## src/rtl/eth_pkg.sv

```systemverilog
// Shared Ethernet framing constants and RX deframer state encoding.
// No logic; constants only.
// Used by both the RX deframer and the TX framer.
package eth_pkg;

  localparam logic [7:0]  ETH_PREAMBLE    = 8'h55;
  localparam logic [7:0]  ETH_SFD         = 8'hD5;
  localparam logic [31:0] CRC32_INIT      = 32'hFFFF_FFFF;
  localparam logic [31:0] CRC32_RESIDUE   = 32'hDEBB_20E3;
  // Bit-reversed form of 0x04C11DB7 for the LSB-first shift.
  localparam logic [31:0] CRC32_POLY_REFL = 32'hEDB8_8320;

  typedef enum logic [1:0] {
    IDLE,
    PREAMBLE,
    PAYLOAD,
    WAIT_END
  } rx_state_t;

endpackage

```

## src/rtl/crc32_d8.sv

```systemverilog
// Reflected CRC-32 next-state for one byte, LSB first, no final inversion.
// Latency: combinational.
// Backpressure: none; pure function of its inputs.
module crc32_d8
  import eth_pkg::*;
(
  input  logic [31:0] crc_in,
  input  logic [7:0]  data,
  output logic [31:0] crc_out
);

  always_comb begin
    logic [31:0] c;
    c = crc_in ^ {24'd0, data};
    for (int i = 0; i < 8; i++) begin
      c = c[0] ? ((c >> 1) ^ CRC32_POLY_REFL) : (c >> 1);
    end
    crc_out = c;
  end

endmodule

```

## src/rtl/gmii_rx_deframer.sv

```systemverilog
// GMII receive deframer: strips preamble/SFD and FCS, checks CRC/length/rx_er, emits 8-bit AXIS.
// Latency: pin byte to tdata 7 cycles; first dv=0 on pins to tlast/status 2 cycles.
// Backpressure: none; no tready, the sink must take every beat.
module gmii_rx_deframer
  import eth_pkg::*;
#(
  parameter int MIN_FRAME_LENGTH = 64,
  parameter int MAX_FRAME_LENGTH = 1522
) (
  input  logic       clock125,
  input  logic       reset,
  input  logic [7:0] gmii_rxd,
  input  logic       gmii_rx_dv,
  input  logic       gmii_rx_er,
  output logic [7:0] rx_axis_tdata,
  output logic       rx_axis_tvalid,
  output logic       rx_axis_tlast,
  output logic       rx_axis_tuser,
  output logic       rx_error_bad_frame,
  output logic       rx_error_bad_fcs,
  output logic       rx_good_frame
);

  localparam logic [10:0] MIN_LEN = 11'(MIN_FRAME_LENGTH);
  localparam logic [10:0] MAX_LEN = 11'(MAX_FRAME_LENGTH);

  logic [7:0]       rxd_q;
  logic             dv_q;
  logic             er_q;
  rx_state_t        state;
  rx_state_t        state_nxt;
  logic [31:0]      crc;
  logic [31:0]      crc_nxt;
  logic [10:0]      cnt;
  logic             er_seen;
  logic [3:0][7:0]  win;
  logic [7:0]       pend;
  logic             frame_start;
  logic             byte_acc;
  logic             frame_end;
  logic             pend_vld;
  logic             fcs_bad;
  logic             bad;

  // dv resets high so a frame already in flight at reset release is skipped via WAIT_END.
  always_ff @(posedge clock125 or posedge reset) begin
    if (reset) begin
      rxd_q <= 8'h00;
      dv_q  <= 1'b1;
      er_q  <= 1'b0;
    end else begin
      rxd_q <= gmii_rxd;
      dv_q  <= gmii_rx_dv;
      er_q  <= gmii_rx_er;
    end
  end

  always_ff @(posedge clock125 or posedge reset) begin
    if (reset) state <= IDLE;
    else       state <= state_nxt;
  end

  always_comb begin
    state_nxt = state;
    case (state)
      IDLE: begin
        if (dv_q) begin
          if (rxd_q == ETH_PREAMBLE) state_nxt = PREAMBLE;
          else if (rxd_q == ETH_SFD) state_nxt = PAYLOAD;
          else                       state_nxt = WAIT_END;
        end
      end
      PREAMBLE: begin
        if (!dv_q)                      state_nxt = IDLE;
        else if (rxd_q == ETH_SFD)      state_nxt = PAYLOAD;
        else if (rxd_q != ETH_PREAMBLE) state_nxt = WAIT_END;
      end
      PAYLOAD:  if (!dv_q) state_nxt = IDLE;
      WAIT_END: if (!dv_q) state_nxt = IDLE;
      default:  state_nxt = IDLE;
    endcase
  end

  assign frame_start = (state != PAYLOAD) && (state_nxt == PAYLOAD);
  assign byte_acc    = (state == PAYLOAD) && dv_q;
  assign frame_end   = (state == PAYLOAD) && !dv_q;
  // Pending holds a byte once five have arrived: four sit in the FCS window.
  assign pend_vld    = (cnt >= 11'd5);
  assign fcs_bad     = (crc != CRC32_RESIDUE);
  assign bad         = er_seen || (cnt < MIN_LEN) || (cnt > MAX_LEN) || fcs_bad || !pend_vld;

  crc32_d8 u_crc (
    .crc_in  (crc),
    .data    (rxd_q),
    .crc_out (crc_nxt)
  );

  always_ff @(posedge clock125 or posedge reset) begin
    if (reset) begin
      crc                <= CRC32_INIT;
      cnt                <= 11'd0;
      er_seen            <= 1'b0;
      win                <= '0;
      pend               <= 8'h00;
      rx_axis_tdata      <= 8'h00;
      rx_axis_tvalid     <= 1'b0;
      rx_axis_tlast      <= 1'b0;
      rx_axis_tuser      <= 1'b0;
      rx_error_bad_frame <= 1'b0;
      rx_error_bad_fcs   <= 1'b0;
      rx_good_frame      <= 1'b0;
    end else begin
      rx_axis_tvalid     <= 1'b0;
      rx_axis_tlast      <= 1'b0;
      rx_axis_tuser      <= 1'b0;
      rx_error_bad_frame <= 1'b0;
      rx_error_bad_fcs   <= 1'b0;
      rx_good_frame      <= 1'b0;
      if (frame_start) begin
        crc     <= CRC32_INIT;
        cnt     <= 11'd0;
        er_seen <= 1'b0;
        win     <= '0;
      end else if (byte_acc) begin
        crc     <= crc_nxt;
        cnt     <= (cnt == 11'h7FF) ? cnt : cnt + 11'd1;
        er_seen <= er_seen | er_q;
        win     <= {win[2:0], rxd_q};
        if (cnt >= 11'd4) pend <= win[3];
        if (pend_vld) begin
          rx_axis_tdata  <= pend;
          rx_axis_tvalid <= 1'b1;
        end
      end else if (frame_end) begin
        if (pend_vld) begin
          rx_axis_tdata  <= pend;
          rx_axis_tvalid <= 1'b1;
          rx_axis_tlast  <= 1'b1;
          rx_axis_tuser  <= bad;
        end
        rx_error_bad_frame <= bad;
        rx_error_bad_fcs   <= fcs_bad;
        rx_good_frame      <= !bad;
      end
    end
  end

endmodule

```

## config.mk

```make
export PLATFORM = sky130hd
export DESIGN_NAME = gmii_rx_deframer
export DESIGN_NICKNAME = d
export VERILOG_FILES = /design/src/rtl/eth_pkg.sv /design/src/rtl/crc32_d8.sv /design/src/rtl/gmii_rx_deframer.sv
export SDC_FILE = /design/constraint.sdc
export NUM_CORES = 1
export LEC_CHECK = 0
export ABC_AREA = 1
export BUFFER_PORTS_ARGS = -buffer_cell sky130_fd_sc_hd__buf_2
export CORE_ASPECT_RATIO = 1.5
export CORE_UTILIZATION = 60
export CTS_CLUSTER_DIAMETER = 150
export DETAILED_ROUTE_END_ITERATION = 8
export MAX_ROUTING_LAYER = met4
export PLACE_DENSITY = 0.78
export SETUP_SLACK_MARGIN = 0.5
export SYNTH_ARGS = -nofsm -noshare
export SYNTH_HDL_FRONTEND = slang
export SYNTH_SLANG_ARGS = --single-unit
```

## constraint.sdc

```tcl
create_clock -name clock125 -period 4.3 [get_ports clock125]
set_input_delay 0.43 -clock clock125 [delete_from_list [all_inputs] [get_ports clock125]]
set_output_delay 0.43 -clock clock125 [all_outputs]
set_load 0.05 [all_outputs]
```

==> flow_summary.json, run 1 <==
{
  "async_flop_share_pct": 100,
  "syn_area_mm2": 0.00568,
  "synth_edf_count": 0,
  "cts_resized": 0,
  "startpoint_type": "flop",
  "cts_setup_buffers": 0,
  "cts_buffer_depth": 2,
  "antenna_cells": 0,
  "mostFrequentLayoutCells": "211 x nand2_1, 90 x inv_1, 77 x dfrtp_1",
  "port_buffers": 25,
  "synth_seq_cells": 110,
  "cp_slowest_stage_delay_ns": 0.58,
  "status": "finished, final reports clean",
  "path_buf_inv": 3,
  "period_needed_ns": 2.62,
  "numCtsBuffers": 9,
  "dr_total_vias": 4661,
  "dieHeight_um": 121,
  "final_common_cell": "nand2_1",
  "die_area_mm2": 0.00987,
  "power_density_mw_per_mm2": 716,
  "holdWs_ns": 0.171,
  "syn-num-nets": 718,
  "setup_tns_ns": 0,
  "dp_hpwl_mm": 9.56,
  "grt.total_usage_pct": 30.7,
  "nFillCells": 753,
  "peakVddDrop_uv": 383,
  "ios": 26,
  "cp_max_fo": 51,
  "gp_congestion": 0.946,
  "syn_inst": 704,
  "worstPathArrival_ns": 2.90,
  "ys_warn_count": 0,
  "grt_pass1_vias": 4478,
  "dieWidth_um": 81.5,
  "area_growth_pct": 9.09,
  "synth_top_flop_cell": "dfrtp_1",
  "fin_cells": 841,
  "tightest_slew_ns": 0.837,
  "grt-ovfl-total": 0,
  "place_inst": 825,
  "layout.nets": 738,
  "timing.fmax_ghz": 0.382,
  "drt_iter0_markers": 290,
  "cts_tree": "yes",
  "coreArea_mm2": 0.00920,
  "yosysUniqueCellTypes": 40,
  "clock_skew_ns": 0.00773,
  "grt_max_degree": 72,
  "synth_area_leader_cell": "dfrtp_1",
  "highest_layer": "met4",
  "h-tree-depth": 3,
  "vias_per_cell": 5.54,
  "worstSkewPairLatency_ns": 0.36,
  "drive_above_1_share_pct": 15.6,
  "clk_pin_slew_worst_paths_ns": 0.07,
  "finalSetupViolCount": 0,
  "worst_hold_path_type": "in -> reg",
  "path_class": "reg -> reg",
  "wl_met1_mm": 5.34,
  "grt_pass1_wl_mm": 21.7,
  "route.detailed.drc": 0,
  "drv_slew": 0,
  "cts_num_sinks": 110,
  "p_leak_uw": 0.00317,
  "cap_violations": 0,
  "synth.yosys.seq_area_share_pct": 49.2,
  "start_util_pct": 61.8,
  "wl_mm": 13.6,
  "drtAntennaViolNets": 0,
  "crit_slowest_cell": "dfstp_2",
  "num_rows": 43,
  "root_buffer": "clkbuf_16",
  "critPathTopFamily": "simple AND/OR/NAND/NOR gates",
  "final_hold_viol_count": 0,
  "dr_wl_met2_mm": 7.07,
  "rsz0062_at_grt": "no",
  "antenna_found_initial": 0,
  "crit_required_ns": 4.58,
  "met3WireLength_um": 701,
  "yosys.area.top_type_share_pct": 33.9,
  "synth_area_leaders": "dfrtp_1 34%, dfstp_2 15%, nand2_1 14%",
  "end_kind": "flop",
  "slew_headroom_pct": 44.2,
  "wl_per_cell_um": 16.1,
  "cts_hold_buf": 0,
  "synth.avg_cell_area_um2": 8.07,
  "fin_crit_sh_pct": 60.9,
  "cpMostUsedCell": "inv_2",
  "crit_chain": "inv_2, nor2_8, inv_2, nand2_4, inv_2, a21oi_1",
  "drt-pass1-iter-count": 5
}
cells by family (layout without fill, tap and decap cells):
| family | after synthesis | count (layout) | share of synthesized area, % |
|---|---|---|---|
| DFF | 110 | 110 | 49.2 |
| AOI/OAI and AO/OA | 93 | 93 | 9.22 |
| xor gates and xnor gates | 31 | 31 | 5.15 |
| buffers and inverters | 119 | 144 | 8.69 |
| and+or+nand+nor | 349 | 349 | 27.3 |
| adders and majority gates | 2 | 2 | 0.440 |
path summary, 6_finish.rpt:
check | startpoint | to | slack, ns | cells past startpoint
setup / recovery | dv_q$_DFF_PP1_ | crc[14]$_DFFE_PP1P_ | 1.68 | 6
hold / removal | gmii_rxd[7] | rxd_q[7]$_DFF_PP0_ | 0.17 | 1
setup reg to reg | dv_q$_DFF_PP1_ | crc[14]$_DFFE_PP1P_ | 1.68 | 6
hold reg to reg | rx_axis_tdata[6]$_DFFE_PP0P_ | rx_axis_tdata[6]$_DFFE_PP0P_ | 0.47 | 2
max in group asynchronous | reset | crc[20]$_DFFE_PP1P_ | 3.02 | 3
min in group asynchronous | reset | rx_good_frame$_DFF_PP0_ | 0.24 | 2
area by class of cell:
cell class | instances | area (µm²) | area share (%)
multi-input combinational | 475 | 2400 | 38.6
inverter | 102 | 385 | 6.21
timing repair buffer | 26 | 133 | 2.14
clock buffer | 9 | 225 | 3.63
tap | 112 | 140 | 2.26
clock inverter | 7 | 128 | 2.06
sequential | 110 | 2790 | 45.1
flip-flops by register name, indices dropped and copies added (netlist names):
signal              cells
state                   2
rx_good_frame           1
win                    32
rx_axis_tdata           8
pend                    8
rx_error_bad_frame      1
cnt                    11
er_seen                 1
rx_axis_tlast           1
rx_axis_tuser           1
rxd_q                   8
rx_axis_tvalid          1
dv_q                    1
er_q                    1
crc                    32
rx_error_bad_fcs        1
worst register-to-register path: cells and delay by family, from the launching register on:
family | cells | cell delay [ns]
AND/OR/NAND/NOR | 2 | 1.02
buffers and inverters | 3 | 0.74
flip-flops | 1 | 0.58
AO/OA/AOI/OAI | 1 | 0.21
cell usage after synthesis (all sizes together) (3+ instances only):
cell / number
or2: 4
o22ai: 33
nor2: 39
nand3b: 3
dfrtp: 77
nand4: 6
nand3: 55
clkbuf: 3
a21oi: 16
inv: 102
o21ai: 38
nand2: 227
dfstp: 33
nor3: 11
o211ai: 4
xor2: 25
buf: 14
xnor2: 5
power by group:
| part | switching [µW] | leakage (µW) | internal [µW] | total, µW |
|---|---|---|---|---|
| clock | 389 | 0.000172 | 577 | 966 |
| combinational | 1220 | 0.00166 | 571 | 1790 |
| sequential | 237 | 0.00134 | 1450 | 1680 |
| total | 1840 | 0.00317 | 2600 | 4440 |
per-stage QoR:
step	util [%]	instance area, µm²	power [µW]	setup slack (ns)
after global routing	67.4	6200	4740	1.50
after global placement	63.6	5850	3400	1.75
after detailed placement	63.6	5850	3450	1.69
final	67.4	6200	4440	1.68
after floorplan	-	5680	3030	1.02
after CTS	67.4	6200	4430	1.68
layer usage:
layer  GRT usage [%]  vias up
li1                -     2278
met1            34.7     2198
met2            51.7      152
met3            5.56       33
met4            14.0        0
met5               -        -
Power figures use the tool's default switching activity.
==> inputs of run 2 (changes only) <==
--- a/config.mk
+++ b/config.mk
@@ -8,11 +8,11 @@
 export ABC_AREA = 1
 export BUFFER_PORTS_ARGS = -buffer_cell sky130_fd_sc_hd__buf_2
 export CORE_ASPECT_RATIO = 1.5
-export CORE_UTILIZATION = 60
+export CORE_UTILIZATION = 56
 export CTS_CLUSTER_DIAMETER = 150
 export DETAILED_ROUTE_END_ITERATION = 8
 export MAX_ROUTING_LAYER = met4
-export PLACE_DENSITY = 0.78
+export PLACE_DENSITY = 0.77
 export SETUP_SLACK_MARGIN = 0.5
 export SYNTH_ARGS = -nofsm -noshare
 export SYNTH_HDL_FRONTEND = slang
==> constraint.sdc (replaced) <==
create_clock -name clock125 -period 2.3 [get_ports clock125]
set_input_delay 0.23 -clock clock125 [delete_from_list [all_inputs] [get_ports clock125]]
set_output_delay 0.23 -clock clock125 [all_outputs]
set_load 0.05 [all_outputs]
==> run 2 against run 1 <==
  * The flow now finishes with violations (DRC)
  * Wire length grew 6.8%
  * Fmax grew 48%
  * Critical path depth grew 2
  * Non-clock buffer count grew 27
  * Clock skew grew 0.0035 ns
  * First-iteration DRC count grew 40%
  * Die area grew 7.0%
  * Critical endpoint is now cnt[7]$_DFFE_PP0P_
  * Largest power group unchanged
==> flow_summary.json, run 2 (synthesized netlist as in run 1, its figures left out) <==
{
  "status": "finished with violations",
  "grt_pass1_wl_mm": 23.7,
  "area_growth_pct": 14.6,
  "power_density_mw_per_mm2": 1260,
  "grt_pass1_vias": 4783,
  "finalSetupViolCount": 0,
  "fin_ws_ns": 0.525,
  "coreArea_mm2": 0.00980,
  "ios": 26,
  "violations": "DRC",
  "p_seq_share_pct": 38.5,
  "timing.fmax_ghz": 0.564,
  "reg_top3": "crc x32, win x32, cnt x11",
  "drt-pass1-iter-count": 7,
  "setup_tns_ns": 0,
  "clk_pin_slew_worst_paths_ns": 0.08,
  "port_buffers": 25,
  "nFillCells": 802,
  "holdWs_ns": 0.389,
  "fin_crit_sh_pct": 77.2,
  "drive_above_1_share_pct": 19.4,
  "final_hold_viol_count": 0,
  "cap_violations": 0,
  "cp_max_fo": 10,
  "p_comb_share_pct": 42.8,
  "antenna_found_initial": 0,
  "dp_hpwl_mm": 10.0,
  "numCtsBuffers": 9,
  "cts_tree": "yes",
  "num_rows": 44,
  "tightest_slew_ns": 0.541,
  "cts_num_sinks": 110,
  "startpoint_type": "flop",
  "worstPathArrival_ns": 2.02,
  "rsz0062_at_grt": "yes",
  "final_common_cell": "nand2_1",
  "path_class": "reg -> reg",
  "grt-ovfl-total": 0,
  "layout.nets": 765,
  "wl_per_cell_um": 16.6,
  "clkPwrFrac_pct": 18.7,
  "crit_required_ns": 2.55,
  "stdcell_area_mm2": 0.00651,
  "switching_share_pct": 43.6,
  "grt.total_usage_pct": 30.1,
  "vias_per_cell": 5.66,
  "end_kind": "flop",
  "pre_cts_ws_ns": 0.386,
  "switchingPower_uw": 3590,
  "worstSkewPairLatency_ns": 0.36,
  "wl_mm": 14.5,
  "dr_total_vias": 4926,
  "worst_hold_path_type": "in -> async",
  "internal_power_uw": 4630,
  "drt_iter0_markers": 406,
  "antenna_cells": 0,
  "cts_buffer_depth": 2,
  "peakVddDrop_uv": 641,
  "mostFrequentLayoutCells": "198 x nand2_1, 90 x inv_1, 76 x dfrtp_1",
  "h-tree-depth": 3,
  "dieWidth_um": 84.3,
  "die_area_mm2": 0.0106,
  "drtAntennaViolNets": 0,
  "start_util_pct": 58.0,
  "dieHeight_um": 125,
  "slew_headroom_pct": 63.9,
  "p_leak_uw": 0.00329,
  "grt_max_degree": 44,
  "route.detailed.drc": 2,
  "gp_congestion": 1.00,
  "root_buffer": "clkbuf_16",
  "post_dp_cell_area_mm2": 0.00592,
  "clock_skew_ns": 0.0112,
  "period_needed_ns": 1.77,
  "drv_slew": 0
}
==> run 2: cell types whose count changed in the layout (fill, tap and decap cells not counted), moves of 2 or more <==
cell,change
nand2_1,-13
buf_4,+13
nand2_2,+6
buf_12,+2
inv_6,+3
dlygate4sd3_1,+11
clkinv_4,-2
xor2_1,-2
bufinv_16,-3
nand2_4,+6
xor2_2,+2
==> run 2: cell type report <==
class | instances | area, µm² | area share (%)
repair buffers | 53 | 392 | 6.01
multi-input cells | 475 | 2500 | 38.5
clock buffers | 10 | 229 | 3.52
inverters | 102 | 387 | 5.94
clock inverters | 6 | 62.6 | 0.960
well taps | 115 | 144 | 2.21
flip-flops and latches | 110 | 2800 | 42.9
==> run 2: worst max-delay path, stage by stage (launching register included) <==
cell and delay, ns:
dfrtp_1 0.40, ha_1 0.21, nand3_2 0.13, nor3_4 0.26, nand3_2 0.15, nand2_4 0.17
nand2_4 0.10, a21oi_1 0.16, nor2_1 0.07
==> run 2: what timing repair did <==
action,CTS,global route
resized for setup,3,28
endpoints found under the setup margin,51,35
hold buffers,11,0
buffers inserted,4,5
endpoints found under the hold margin,22,0
cloned,0,0
pin swaps,1,3
==> run 2: worst paths after layout <==
path | start | end | slack [ns] | cells after the start
worst max-delay path | cnt[0]$_DFFE_PP0P_ | cnt[7]$_DFFE_PP0P_ | 0.53 | 8
min in group clock125 | rx_axis_tdata[1]$_DFFE_PP0P_ | rx_axis_tdata[1]$_DFFE_PP0P_ | 0.47 | 2
worst min-delay path | reset | rx_axis_tdata[7]$_DFFE_PP0P_ | 0.39 | 3
worst min register to register | rx_axis_tdata[1]$_DFFE_PP0P_ | rx_axis_tdata[1]$_DFFE_PP0P_ | 0.47 | 2
worst max register to register | cnt[0]$_DFFE_PP0P_ | cnt[7]$_DFFE_PP0P_ | 0.53 | 8
max in group asynchronous | reset | crc[20]$_DFFE_PP1P_ | 1.08 | 4
==> run 2: power by group through the flow <==
stage	registers, µW	logic, µW	clock network, µW
floorplan	3280	2390	0
detailed placement	3180	3290	0
CTS	3150	3340	1560
global route	3230	3940	1630
global placement	3160	3230	0
finish	3160	3520	1540
==> run 2: stage by stage <==
stage          instances  utilization [%]  total power, µW
2_1_floorplan        704                -             5670
3_3_place_gp         835             60.4             6390
3_5_place_dp         835             60.4             6470
4_1_cts              866             65.0             8040
5_1_grt              871             66.5             8800
6_report             871             66.5             8220
==> run 2: metal layers <==
metal | wire length [µm] | vias to the layer above | GRT usage [%]
li1 | - | 2327 | -
met1 | 5520 | 2349 | 35.4
met2 | 7340 | 186 | 48.9
met3 | 771 | 64 | 3.23
met4 | 856 | 0 | 19.3
met5 | 0 | - | -
==> inputs of run 3 (changes only) <==
==> constraint.sdc (replaced) <==
create_clock -name clock125 -period 1.45 [get_ports clock125]
set_input_delay 0.145 -clock clock125 [delete_from_list [all_inputs] [get_ports clock125]]
set_output_delay 0.145 -clock clock125 [all_outputs]
set_load 0.05 [all_outputs]
==> run 3 against run 2 <==
  * The flow now stops in 5_1_grt
  * Synthesized area did not move
  * Synthesized cell count did not move
==> flow_summary.json, run 3 <==
{
  "status": "stopped before the end",
  "grt_max_degree": 33,
  "port_buffers": 25,
  "synth.avg_cell_area_um2": 8.07,
  "synth.yosys.seq_area_share_pct": 49.2,
  "ys_warn_count": 0,
  "pre_cts_ws_ns": -0.319,
  "syn-num-nets": 718,
  "synth_area_leader_cell": "dfrtp_1",
  "gp_congestion": 1.00,
  "dp_hpwl_mm": 12.4,
  "cts_num_sinks": 110,
  "synth.most_common_cell": "nand2_1",
  "yosysUniqueCellTypes": 40,
  "ios": 26,
  "synth_common_cells": "211 x nand2_1, 91 x inv_1, 77 x dfrtp_1, 54 x nand3_1, 36 x nor2_1",
  "start_util_pct": 58.0,
  "post_dp_cell_area_mm2": 0.00707,
  "h-tree-depth": 3,
  "numCtsBuffers": 9,
  "synth_area_leaders": "dfrtp_1 34%, dfstp_2 15%, nand2_1 14%",
  "tool.error": "[ERROR DPL-0038] Utilization greater than 100%, impossible to legalize",
  "synth_seq_cells": 110,
  "dieHeight_um": 125,
  "synth_top_flop_cell": "dfrtp_1",
  "root_buffer": "clkbuf_16",
  "synth_edf_count": 0,
  "syn_area_mm2": 0.00568,
  "syn_inst": 704,
  "grt-worst-endpoint": "rx_axis_tuser$_DFF_PP0_/D",
  "lastStage": "5_1_grt",
  "num_rows": 44,
  "async_flop_share_pct": 100,
  "endpoint_type": "register input",
  "dieWidth_um": 84.3,
  "yosys.area.top_type_share_pct": 33.9,
  "cts_buffer_depth": 2
}
run 3: cell counts after synthesis:
Identical to the previous run, type by type.
run 3: per-stage QoR:
stage	std cells	util [%]	setup TNS (ns)
after CTS	1016	88.0	-10.37
after floorplan	704	-	-0.0179
after global placement	948	72.1	-14.59
after detailed placement	948	72.1	-16.44
run 3: repair_timing:
action,in CTS
endpoints found under the hold margin,25
gates resized for setup,222
cloned,3
setup buffers,39
setup endpoints to repair,114
pin swaps,63
hold buffers,10
run 3: kinds of logic after synthesis:
family | count (synthesis) | share of synthesized area [%]
buffers and inverters | 119 | 8.69
AO/OA/AOI/OAI | 93 | 9.22
AND/OR/NAND/NOR | 349 | 27.3
flip-flops | 110 | 49.2
adder cells (fa/ha/maj) | 2 | 0.440
XOR/XNOR | 31 | 5.15
==> inputs of run 4 (changes only) <==
--- a/config.mk
+++ b/config.mk
@@ -7,13 +7,9 @@
 export LEC_CHECK = 0
 export ABC_AREA = 1
 export BUFFER_PORTS_ARGS = -buffer_cell sky130_fd_sc_hd__buf_2
-export CORE_ASPECT_RATIO = 1.5
-export CORE_UTILIZATION = 56
-export CTS_CLUSTER_DIAMETER = 150
+export CORE_UTILIZATION = 40
 export DETAILED_ROUTE_END_ITERATION = 8
-export MAX_ROUTING_LAYER = met4
-export PLACE_DENSITY = 0.77
-export SETUP_SLACK_MARGIN = 0.5
+export PLACE_DENSITY_LB_ADDON = 0.15
 export SYNTH_ARGS = -nofsm -noshare
 export SYNTH_HDL_FRONTEND = slang
 export SYNTH_SLANG_ARGS = --single-unit
==> constraint.sdc (replaced) <==
create_clock -name clock125 -period 1.9 [get_ports clock125]
set_input_delay 0.19 -clock clock125 [delete_from_list [all_inputs] [get_ports clock125]]
set_output_delay 0.19 -clock clock125 [all_outputs]
set_load 0.05 [all_outputs]
==> run 4 against run 3 <==
  * The flow now finishes, with violations (hold timing)
==> flow_summary.json, run 4 (synthesized netlist as in run 1, its figures left out) <==
{
  "status": "finished with violations",
  "violations": "hold timing",
  "drtAntennaViolNets": 0,
  "grt_pass1_vias": 4459,
  "dieWidth_um": 121,
  "p_seq_share_pct": 38.9,
  "multi_input_area_mm2": 0.00242,
  "numCtsBuffers": 9,
  "die_area_mm2": 0.0147,
  "start_util_pct": 41.0,
  "critPathTopFamily": "simple AND/OR/NAND/NOR gates",
  "rsz0062_at_grt": "no",
  "drt_iter0_markers": 389,
  "wl_mm": 14.4,
  "clock_skew_ns": 0.00907,
  "cts_setup_buffers": 0,
  "cpMostUsedCell": "nand2_1",
  "h-tree-depth": 3,
  "grt_max_degree": 111,
  "drv_slew": 0,
  "drt-pass1-iter-count": 6,
  "worst_hold_path_type": "in -> async",
  "port_buffers": 25,
  "p_leak_uw": 0.00327,
  "power_density_mw_per_mm2": 1510,
  "route.detailed.drc": 0,
  "antenna_cells": 0,
  "vias_per_cell": 4.99,
  "slew_headroom_pct": 61.1,
  "dp_hpwl_mm": 10.4,
  "dr_total_vias": 4669,
  "ff_latch_area_mm2": 0.00279,
  "ios": 26,
  "wl_per_cell_um": 15.4,
  "internal_power_uw": 5600,
  "drive_above_1_share_pct": 17.3,
  "p_comb_share_pct": 43.0,
  "gp_congestion": 0.935,
  "switching_share_pct": 43.0,
  "layout.nets": 765,
  "peakVddDrop_uv": 523,
  "final_util_pct": 46.9,
  "tightest_slew_ns": 0.583,
  "worstSkewPairLatency_ns": 0.36,
  "num_rows": 43,
  "crit_chain": "inv_1, nand2_1, nand2_1, nand2_1, nand2_2, nand2_1, nand2_2, inv_2, nand2_1, nand3_1, nand2_1, inv_1",
  "cap_violations": 0,
  "grt.total_usage_pct": 21.3,
  "path_buf_inv": 3,
  "crit_slowest_cell": "dfrtp_1",
  "antenna_found_initial": 0,
  "area_growth_pct": 14.5,
  "holdWs_ns": -0.0122,
  "cp_max_fo": 6,
  "period_needed_ns": 1.80,
  "startpoint_type": "flop",
  "cts_tree": "yes",
  "nFillCells": 1367,
  "cp_slowest_stage_delay_ns": 0.44,
  "mostFrequentLayoutCells": "209 x nand2_1, 90 x inv_1, 77 x dfrtp_1",
  "finalSetupViolCount": 0,
  "crit_required_ns": 2.20,
  "dieHeight_um": 121,
  "final_hold_viol_count": 2,
  "root_buffer": "clkbuf_16",
  "grt-ovfl-total": 0,
  "timing.fmax_ghz": 0.556,
  "clk_pin_slew_worst_paths_ns": 0.07,
  "clkPwrFrac_pct": 18.1,
  "grt_pass1_wl_mm": 23.6,
  "switchingPower_uw": 4230,
  "path_class": "reg -> reg",
  "end_kind": "flop",
  "place_inst": 910,
  "setup_tns_ns": 0,
  "fin_cells": 936,
  "fin_crit_sh_pct": 94.7,
  "cts_num_sinks": 110,
  "cts_buffer_depth": 2,
  "final_common_cell": "nand2_1",
  "reg_top3": "crc x32, win x32, cnt x11",
  "worstPathArrival_ns": 2.10,
  "coreArea_mm2": 0.0139
}
run 4: metal layers:
layer | global-route usage, % | up-vias | routed length [µm]
met5 | 0 | - | 0
met4 | 9.80 | 0 | 381
met3 | 3.38 | 31 | 687
met2 | 32.0 | 116 | 6550
met1 | 30.0 | 2190 | 6780
li1 | - | 2332 | -
run 4: cell type report:
type / instances / area share (%)
Tap cell: 180 / 3.46
Inverter: 102 / 5.94
Timing Repair Buffer: 53 / 6.36
Multi-Input combinational cell: 475 / 37.2
Sequential cell: 110 / 42.9
Clock buffer: 11 / 3.58
Clock inverter: 5 / 0.538
run 4: worst paths after layout:
check	start	endpoint	slack (ns)	depth (start not counted)
max	rxd_q[0]$_DFF_PP0_	crc[23]$_DFFE_PP1P_	0.10	12
max in group asynchronous	reset	cnt[6]$_DFFE_PP0P_	1.48	3
min	reset	rx_axis_tdata[2]$_DFFE_PP0P_	-0.01	3
min reg2reg	rx_axis_tdata[0]$_DFFE_PP0P_	rx_axis_tdata[0]$_DFFE_PP0P_	0.47	2
max reg2reg	rxd_q[0]$_DFF_PP0_	crc[23]$_DFFE_PP1P_	0.10	12
min in group clock125	gmii_rx_er	er_q$_DFF_PP0_	0.47	2
run 4: timing repair:
item                                    in CTS  in global routing
endpoints found under the setup margin       0                 13
resized for setup                            0                  6
hold buffers                                10                  0
endpoints found under the hold margin       10                  0
run 4: per-stage QoR:
stage          hold WS, ns  setup slack (ns)  total power [µW]  cell area, µm²
2_1_floorplan        0.194             0.397              6860            5690
3_3_place_gp         0.295            0.0491              7940            6110
3_5_place_dp         0.299            0.0482              8000            6110
4_1_cts             0.0314            0.0326              9830            6480
5_1_grt             0.0629           0.00140             10600            6510
6_report           -0.0122             0.102              9830            6510
run 4: power groups by stage:
| stage | registers [µW] | logic (µW) | clock network [µW] |
|---|---|---|---|
| 2_1_floorplan | 3970 | 2890 | 0 |
| 3_3_place_gp | 3850 | 4090 | 0 |
| 3_5_place_dp | 3870 | 4130 | 0 |
| 4_1_cts | 3830 | 4170 | 1830 |
| 5_1_grt | 3920 | 4760 | 1920 |
| 6_report | 3830 | 4220 | 1780 |
run 4: tightest hold or removal path: stages:
cell and delay, ns:
buf_2 0.11, clkinvlp_4 0.07, buf_12 0.43
